File: config.mk
export PLATFORM = sky130hd
export DESIGN_NAME = clock_divider_sequencer
export DESIGN_NICKNAME = d
export VERILOG_FILES = /design/src/rtl/clock_divider_sequencer.sv
export SDC_FILE = /design/constraint.sdc
export NUM_CORES = 1
export LEC_CHECK = 0
export BUFFER_PORTS_ARGS = -buffer_cell sky130_fd_sc_hd__buf_2
export CORE_UTILIZATION = 41
export CTS_CLUSTER_SIZE = 20
export DETAILED_ROUTE_END_ITERATION = 6
export GPL_ROUTABILITY_DRIVEN = 0
export SLEW_MARGIN = 20
export SYNTH_ARGS = -nofsm -noshare
export SYNTH_HDL_FRONTEND = slang
export SYNTH_SLANG_ARGS = --single-unit
File: constraint.sdc
create_clock -name i_clk_mhz -period 4 [get_ports i_clk_mhz]
set_clock_uncertainty 0.05 [all_clocks]
set_input_delay 0.8 -clock i_clk_mhz [delete_from_list [all_inputs] [get_ports i_clk_mhz]]
set_output_delay 0.8 -clock i_clk_mhz [all_outputs]
set_load 0.01 [all_outputs]
File: src/rtl/clock_divider_sequencer.sv
// Even-integer clock divider with glitch-free start/stop and divisor changes.
// Divisor changes and stops take effect only at a period boundary (clock low -> would rise).
module clock_divider_sequencer #(
   parameter int par_cnt_width       = 16,
   parameter int par_default_divisor = 1000
) (
   input  logic                     i_clk_mhz,
   input  logic                     i_rst_mhz,
   input  logic                     i_run,
   input  logic [par_cnt_width-1:0] i_cfg_divisor,
   input  logic                     i_cfg_valid,
   output logic                     o_cfg_ready,
   output logic                     o_cfg_done,
   output logic                     o_cfg_error,
   output logic [par_cnt_width-1:0] o_active_divisor,
   output logic                     o_clk_div,
   output logic                     o_ce_rise,
   output logic                     o_ce_fall,
   output logic                     o_rst_div
);

   localparam int CW = par_cnt_width;
   localparam logic [CW-1:0] DEF_DIV = CW'(par_default_divisor);
   localparam logic [CW-1:0] DIV_TWO = 2;
   localparam logic [CW-2:0] CNT_ONE = 1;

   typedef enum logic [1:0] {S_STOPPED, S_RUNNING, S_PENDING} state_t;

   state_t        state_q, state_d;
   logic [CW-2:0] cnt_q, cnt_d;
   logic [CW-1:0] act_q, act_d;
   logic [CW-1:0] pend_q, pend_d;
   logic          clk_q, clk_d;
   logic          rise_q, rise_d;
   logic          fall_q, fall_d;
   logic          rst_q, rst_d;
   logic          done_q, done_d;
   logic          err_q, err_d;

   logic [CW-2:0] half_m1;
   logic          tgl;
   logic          cfg_fire;
   logic          cfg_bad;

   assign half_m1  = act_q[CW-1:1] - CNT_ONE;
   assign tgl      = (cnt_q == half_m1);
   assign cfg_fire = i_cfg_valid && (state_q != S_PENDING);
   assign cfg_bad  = i_cfg_divisor[0] || (i_cfg_divisor < DIV_TWO);

   always_comb begin
      state_d = state_q;
      cnt_d   = cnt_q;
      act_d   = act_q;
      pend_d  = pend_q;
      clk_d   = clk_q;
      rst_d   = rst_q;
      rise_d  = 1'b0;
      fall_d  = 1'b0;
      done_d  = 1'b0;
      err_d   = cfg_fire && cfg_bad;

      case (state_q)
         S_STOPPED: begin
            clk_d = 1'b0;
            cnt_d = '0;
            if (cfg_fire && !cfg_bad) begin
               act_d  = i_cfg_divisor;
               done_d = 1'b1;
            end
            if (i_run) state_d = S_RUNNING;
         end
         S_RUNNING, S_PENDING: begin
            if (!tgl) begin
               cnt_d = cnt_q + CNT_ONE;
            end else begin
               cnt_d = '0;
               if (clk_q) begin
                  clk_d  = 1'b0;
                  fall_d = 1'b1;
                  rst_d  = 1'b0;
               end else begin
                  // Period boundary: the only place a new divisor or a stop may land.
                  if (state_q == S_PENDING) begin
                     act_d  = pend_q;
                     done_d = 1'b1;
                  end
                  if (i_run) begin
                     clk_d   = 1'b1;
                     rise_d  = 1'b1;
                     state_d = S_RUNNING;
                  end else begin
                     rst_d   = 1'b1;
                     state_d = S_STOPPED;
                  end
               end
            end
            if (state_q == S_RUNNING && cfg_fire && !cfg_bad) begin
               // A request landing on the stopping boundary is applied directly.
               if (state_d == S_STOPPED) begin
                  act_d  = i_cfg_divisor;
                  done_d = 1'b1;
               end else begin
                  pend_d  = i_cfg_divisor;
                  state_d = S_PENDING;
               end
            end
         end
         default: state_d = S_STOPPED;
      endcase
   end

   always_ff @(posedge i_clk_mhz or posedge i_rst_mhz) begin
      if (i_rst_mhz) begin
         state_q <= S_STOPPED;
         cnt_q   <= '0;
         act_q   <= DEF_DIV;
         pend_q  <= '0;
         clk_q   <= 1'b0;
         rise_q  <= 1'b0;
         fall_q  <= 1'b0;
         rst_q   <= 1'b1;
         done_q  <= 1'b0;
         err_q   <= 1'b0;
      end else begin
         state_q <= state_d;
         cnt_q   <= cnt_d;
         act_q   <= act_d;
         pend_q  <= pend_d;
         clk_q   <= clk_d;
         rise_q  <= rise_d;
         fall_q  <= fall_d;
         rst_q   <= rst_d;
         done_q  <= done_d;
         err_q   <= err_d;
      end
   end

   assign o_cfg_ready      = (state_q != S_PENDING);
   assign o_cfg_done       = done_q;
   assign o_cfg_error      = err_q;
   assign o_active_divisor = act_q;
   assign o_clk_div        = clk_q;
   assign o_ce_rise        = rise_q;
   assign o_ce_fall        = fall_q;
   assign o_rst_div        = rst_q;

endmodule

==> impl_metrics.ini, run 1 <==
[setup_path]
worstPathArrival_ps = 3680
worst_r2r_endpoint = pend_q[12]
reg2reg_depth = 8
critical_path_peak_fanout = 16
cp-end-kind = flip-flop
setup.worst_path.class = flip-flop to flip-flop
ff_to_ff_setup_slack_ps = 470
setup.worst_path.start_class = flip-flop
regToRegStartpoint = o_active_divisor[4]
worstPathRequired_ps = 4160

[detailed_routing]
detail_route.first_pass.iterations = 4
wl_um = 7840
post-route-drc-count = 0
via_per_inst = 5.72
wl_per_cell_um = 16.8
drt_first_iter_violations = 248
dr_total_vias = 2670
drtAntennaViolNets = 0

[grt]
grt_start_max_net_pins = 39
grt_pass1_wl_um = 13200
grt_usage_pct = 19.6
grt_antenna_before_repair = 0
grt_pass1_vias = 2678
overflow_left_after_global_routing = 0

[pwr]
register_share_of_total_power_pct = 41.0
pwr_density_cell_nw_per_um2 = 608
pwr-share-comb_pct = 44.5
irDropWorstVdd_v = 0.000300
intPower_mw = 1.34
cellLeakagePower_nw = 1.56
p_sw_share_pct = 40.5
clock_group_share_of_total_power_pct = 14.5
switchingPower_mw = 0.912

[yosys]
syn_area_per_cell_sq_um = 10.3
synthDominantAreaCellType = dfrtp_1
xor_and_xnor_fraction_of_the_mapped_netlist_area_pct = 4.48
syn_area_sq_um = 3320
synth.top_cells.by_area = dfrtp_1 36%, dfstp_2 5.5%, o221a_2 5.1%
synth_edf_count = 0
synth_fa_ha_area_share_pct = 2.26
synth-compound-area-share_pct = 20.7
ys.flop_type = dfrtp_1
largest_family_of_logic_cells_by_synthesized_area = compound AO/OA/AOI/OAI gates
syn_inst = 323
synth.net_count = 349
proportion_of_synthesized_chip_area_in_sequential_cells_pct = 41.7
synth_top_area_share_pct = 36.2
yosys_warnings = 0
simple_gate_area_share_of_the_yosys_netlist_pct = 18.8
synth.lib_cells_used.distinct = 59
async_reset_ff_share_pct = 100
ys_ff_latch = 55
post_synthesis_mux_area_share_pct = 7.01

[run]
cap_violations = 0

[placement]
dp_hpwl_um = 5800
postPlaceCellArea_sq_um = 3610
port-buffer-count = 42

[sta]
final-hold-violation-count = 0
finalMaxSlewViolations = 0
fmax_mhz = 284
timing.final.crit_share_pct = 88.1
worst_pin_slew_ps = 810
max_slew_margin_pct = 45.9
fin_setup_tns_ps = 0
period_minus_slack_ps = 3530
grt_setup_unrepaired = false
setup_violations = 0

[clock_tree]
h-tree-depth = 2
cts-root-to-sink-buffers = 2
cts_hold_buffers = 0
root_buffer = clkbuf_8
post-cts-setup-buffers = 0
cts.repair.resized = 0
cts.reportedPaths.clkPinSlew_ps = 110
tritoncts.num_buffers = 5
insertion_delay_to_the_later_sink_of_the_worst_skew_pair_ps = 320
clkSinkCount = 55
clock_tree_from_tritoncts = built

[cells_and_area]
most-common-layout-cells = 48 x dfrtp_1, 42 x buf_2, 21 x nand2_1
area_growth_pct = 11.6
seq_area_sq_um = 1390
number_of_nets_at_the_end_of_the_flow = 390
multi_input_area_sq_um = 1770
most_common_cell_after_layout_fill_and_taps_aside = dfrtp_1
drive_gt1_share_pct = 28.5
fill_cell_instance_count_of_the_final_layout = 739
number_of_antenna_diodes = 0
design_area_sq_um = 3700

[die]
die_w_um = 92.0
floorplan.initialDensity_pct = 42.8
total_core_area_sq_um = 7770
placementRows = 32
design.die.area_sq_um = 8460
top_level_i_o_count = 43
die_h_um = 92.0

[hold_path]
holdCritStartpoint = pend_q[10]
holdPathEnd = pend_q[10]
hold_path_class = flip-flop to flip-flop
hold-path-cell-count = 1

[status]
outcome = finished, final reports clean
-- state kept, by name, indices dropped and copies added, names as in the netlist --
name / cells
pend_q: 16
o_clk_div: 1
o_ce_fall: 1
cnt_q: 15
o_ce_rise: 1
state_q: 2
o_cfg_done: 1
o_active_divisor: 16
o_cfg_error: 1
o_rst_div: 1
-- worst max-delay path: stages (launching register included) --
cell and delay, ps:
dfrtp_1 510, nor4_4 520, and4b_1 290, xnor2_1 100, or4_4 440, or4_4 570
a211oi_4 260, buf_4 300, mux2_2 370
-- through the flow --
| step | hold slack (ps) | power (mW) | instances | utilization, % | setup WS, ps |
|---|---|---|---|---|---|
| after global placement | 408 | 1.91 | 459 | 46.4 | 582 |
| after CTS | 443 | 2.27 | 467 | 47.7 | 482 |
| after global routing | 455 | 2.40 | 467 | 47.7 | 301 |
| final | 438 | 2.25 | 467 | 47.7 | 475 |
| after detailed placement | 416 | 1.93 | 459 | 46.4 | 514 |
| after floorplan | 398 | 1.68 | 323 | - | 607 |
-- power by group through the flow --
stage	Sequential, mW	Clock, mW	Combinational [mW]
global route	0.953	0.360	1.09
global placement	0.932	0	0.979
floorplan	0.888	0	0.789
detailed placement	0.936	0	0.997
CTS	0.924	0.345	1.00
finish	0.924	0.327	1.00
-- final cells by class --
cell class,instances,area share (%)
Clock buffer,5,1.86
Clock inverter,3,0.743
Inverter,20,2.03
Multi-Input combinational cell,235,47.9
Sequential cell,55,37.4
Tap cell,102,3.44
Timing Repair Buffer,47,6.69
-- kinds of logic (layout without fill, tap and decap cells) --
kind of cell,Yosys count,in the layout
adders and majority gates,6,6
buffers and inverters,33,75
xor gates and xnor gates,17,17
and+or+nand+nor,112,112
AOI/OAI and AO/OA,82,82
DFF,55,55
muxes,18,18
-- per-layer routing --
layer / global-route usage [%] / share of wire [%] / routed length (um)
met5: 0 / 0 / 0
met2: 31.4 / 47 / 3720
met1: 26.9 / 48 / 3740
met4: 6.51 / 1.2 / 96
met3: 3.40 / 3.7 / 289
-- worst max path at each step --
stage                              startpoint    endpoint  slack [ps]  cells past startpoint
final                     o_active_divisor[4]  pend_q[12]         470                      8
after global routing      o_active_divisor[4]  pend_q[11]         300                      8
after CTS                 o_active_divisor[4]  pend_q[12]         480                      8
after detailed placement  o_active_divisor[4]  pend_q[12]         510                      8
after global placement    o_active_divisor[4]  pend_q[14]         580                      8
after floorplan           o_active_divisor[4]   pend_q[1]         610                     10
-- Yosys cell counts (all sizes together) (7+ instances only) --
library cell and instances:
nand2 21, o221a 15, nor2 20, nor4 11, clkbuf 8, nand3 7
dfstp 7, inv 20, dfrtp 48, nand2b 15, nor3 11, a21oi 8
xor2 13, o21ai 13, mux2 15
(Power assumes the default switching activity.)
==> inputs of run 2 (changes only) <==
Settings changed: ABC_AREA set to 1.
==> impl_metrics.ini, run 2 <==
[setup_path]
ff_to_ff_setup_slack_ps = 1030
reg2reg_depth = 14
regToRegStartpoint = o_active_divisor[1]
critical_path_peak_fanout = 32
worst_r2r_endpoint = o_active_divisor[1]
setup.worst_path.class = flip-flop to flip-flop
setup.worst_path.start_class = flip-flop
cp-end-kind = flip-flop
worstPathArrival_ps = 3130
worstPathRequired_ps = 4160

[sta]
grt_setup_unrepaired = false
finalMaxSlewViolations = 0
hold_slack_ps = 419
worst_pin_slew_ps = 874
period_minus_slack_ps = 2970
final-hold-violation-count = 0
max_slew_margin_pct = 41.7
fmax_mhz = 337
fin_setup_tns_ps = 0
setup_violations = 0
timing.final.crit_share_pct = 74.2

[clock_tree]
tritoncts.num_buffers = 5
cts.reportedPaths.clkPinSlew_ps = 110
post-cts-setup-buffers = 0
clkSinkCount = 55
clock_tree_from_tritoncts = built
cts-root-to-sink-buffers = 2
h-tree-depth = 2
root_buffer = clkbuf_8
cts.repair.resized = 0
insertion_delay_to_the_later_sink_of_the_worst_skew_pair_ps = 320
cts_hold_buffers = 0

[pwr]
pwr-share-comb_pct = 59.2
pwr_density_cell_nw_per_um2 = 767
intPower_mw = 1.66
register_share_of_total_power_pct = 29.4
p_sw_share_pct = 52.0
cellLeakagePower_nw = 2.28
clock_group_share_of_total_power_pct = 11.4
switchingPower_mw = 1.79
irDropWorstVdd_v = 0.000293

[die]
floorplan.initialDensity_pct = 42.1
top_level_i_o_count = 43
placementRows = 36
total_core_area_sq_um = 9730
design.die.area_sq_um = 10400
die_w_um = 102
die_h_um = 102

[yosys]
ys.flop_type = dfrtp_1
ys_ff_latch = 55
syn_area_per_cell_sq_um = 6.55
synth_edf_count = 0
proportion_of_synthesized_chip_area_in_sequential_cells_pct = 33.8
syn_inst = 625
synth.top_cells.by_area = dfrtp_1 29%, nand2_1 20%, o21ai_0 8.4%
synth.net_count = 651
synth_top_cells_by_count = 215 x nand2_1, 82 x inv_1, 69 x o21ai_0, 48 x dfrtp_1, 43 x nand3_1
yosys.cell_count.top_type = nand2_1
synthDominantAreaCellType = dfrtp_1
synth.lib_cells_used.distinct = 37
syn_area_sq_um = 4090
synth_top_area_share_pct = 29.3
async_reset_ff_share_pct = 100
yosys_warnings = 0

[detailed_routing]
detail_route.first_pass.iterations = 5
dr_total_vias = 3956
wl_um = 10800
drtAntennaViolNets = 0
via_per_inst = 5.01
post-route-drc-count = 0
wl_per_cell_um = 13.6
drt_first_iter_violations = 245

[grt]
grt_pass1_vias = 3720
grt_antenna_before_repair = 0
grt_start_max_net_pins = 41
met2_use_gr_pct = 36.3
overflow_left_after_global_routing = 0
gr-max-usage-layer = met2
grtUsageMet1_pct = 31.9
grt_usage_pct = 22.6
grt_pass1_wl_um = 18300
gr-usage-met3_pct = 2.94

[cells_and_area]
most-common-layout-cells = 215 x nand2_1, 81 x inv_1, 69 x o21ai_0
number_of_nets_at_the_end_of_the_flow = 682
area_growth_pct = 9.94
drive_gt1_share_pct = 14.2
number_of_antenna_diodes = 0
most_common_cell_after_layout_fill_and_taps_aside = nand2_1

[hold_path]
holdPathEnd = o_rst_div
hold-path-cell-count = 2
hold_path_class = flip-flop to flip-flop
holdCritStartpoint = o_rst_div

[placement]
dp_hpwl_um = 7960
port-buffer-count = 42

[status]
outcome = finished, final reports clean

[run]
cap_violations = 0
-- run 2: cell types whose count changed in the layout (fill, tap and decap cells not counted), sizes merged, moves of 26 or more --
cell,before,now
nand2,21,224
o21ai,13,76
nor2,20,46
inv,22,86
nand3,7,46
-- run 2: metal layers --
metal	vias to the layer above	routed length (um)
met5	-	0
met4	0	187
met3	13	486
met2	96	4790
met1	1811	5300
li1	2036	-
-- run 2: worst max-delay path by stage --
stage | cells after the start | slack (ps) | end | startpoint
after floorplan | 19 | 1670 | pend_q[1] | o_active_divisor[1]
after global placement | 13 | 1150 | o_active_divisor[1] | o_active_divisor[4]
after detailed placement | 14 | 1110 | o_active_divisor[4] | o_active_divisor[1]
after CTS | 14 | 1080 | o_active_divisor[10] | o_active_divisor[1]
after global routing | 14 | 640 | o_active_divisor[13] | o_active_divisor[2]
final | 14 | 1030 | o_active_divisor[1] | o_active_divisor[1]
-- run 2: area by class of cell --
class,count,area [sq um]
fillers,1059,5230
clock inverters,3,47.5
clock buffers,5,68.8
inverters,85,319
flip-flops and latches,55,1390
well taps,133,166
multi-input cells,462,2260
repair buffers,47,248
-- run 2: cells by family after synthesis --
group | count (synthesis) | synth area share, %
fa+ha+maj | 6 | 1.83
xor+xnor | 16 | 3.42
buf+inv | 108 | 10.8
compound gates | 93 | 12.5
flops | 55 | 33.8
simple gates | 347 | 37.5
-- run 2: through the flow --
step                power [mW]  instances  area, sq um  setup WS, ps  utilization [%]
floorplan                 2.51        625         4090          1670                -
global placement          3.03        782         4380          1150             45.0
detailed placement        3.05        782         4380          1110             45.0
CTS                       3.45        790         4500          1080             46.2
global route              3.83        790         4500           638             46.2
finish                    3.45        790         4500          1030             46.2
-- run 2: power by group through the flow --
stage	logic, mW	registers, mW	clock network, mW
floorplan	1.52	0.990	0
global placement	2.00	1.02	0
detailed placement	2.03	1.02	0
CTS	2.04	1.01	0.404
global route	2.36	1.04	0.428
finish	2.04	1.01	0.394
-- run 2: worst max-delay path, cell delays in order (launching register included) --
cell	delay (ps)
dfrtp_1	440
inv_2	130
ha_1	260
nand2_1	70
nor2_1	150
nand3_1	100
nand2_1	90
nand3_1	90
nor3_2	200
nand3_2	170
inv_1	640
o21ai_0	150
nand3b_1	190
nand3_1	80
nand2_1	50
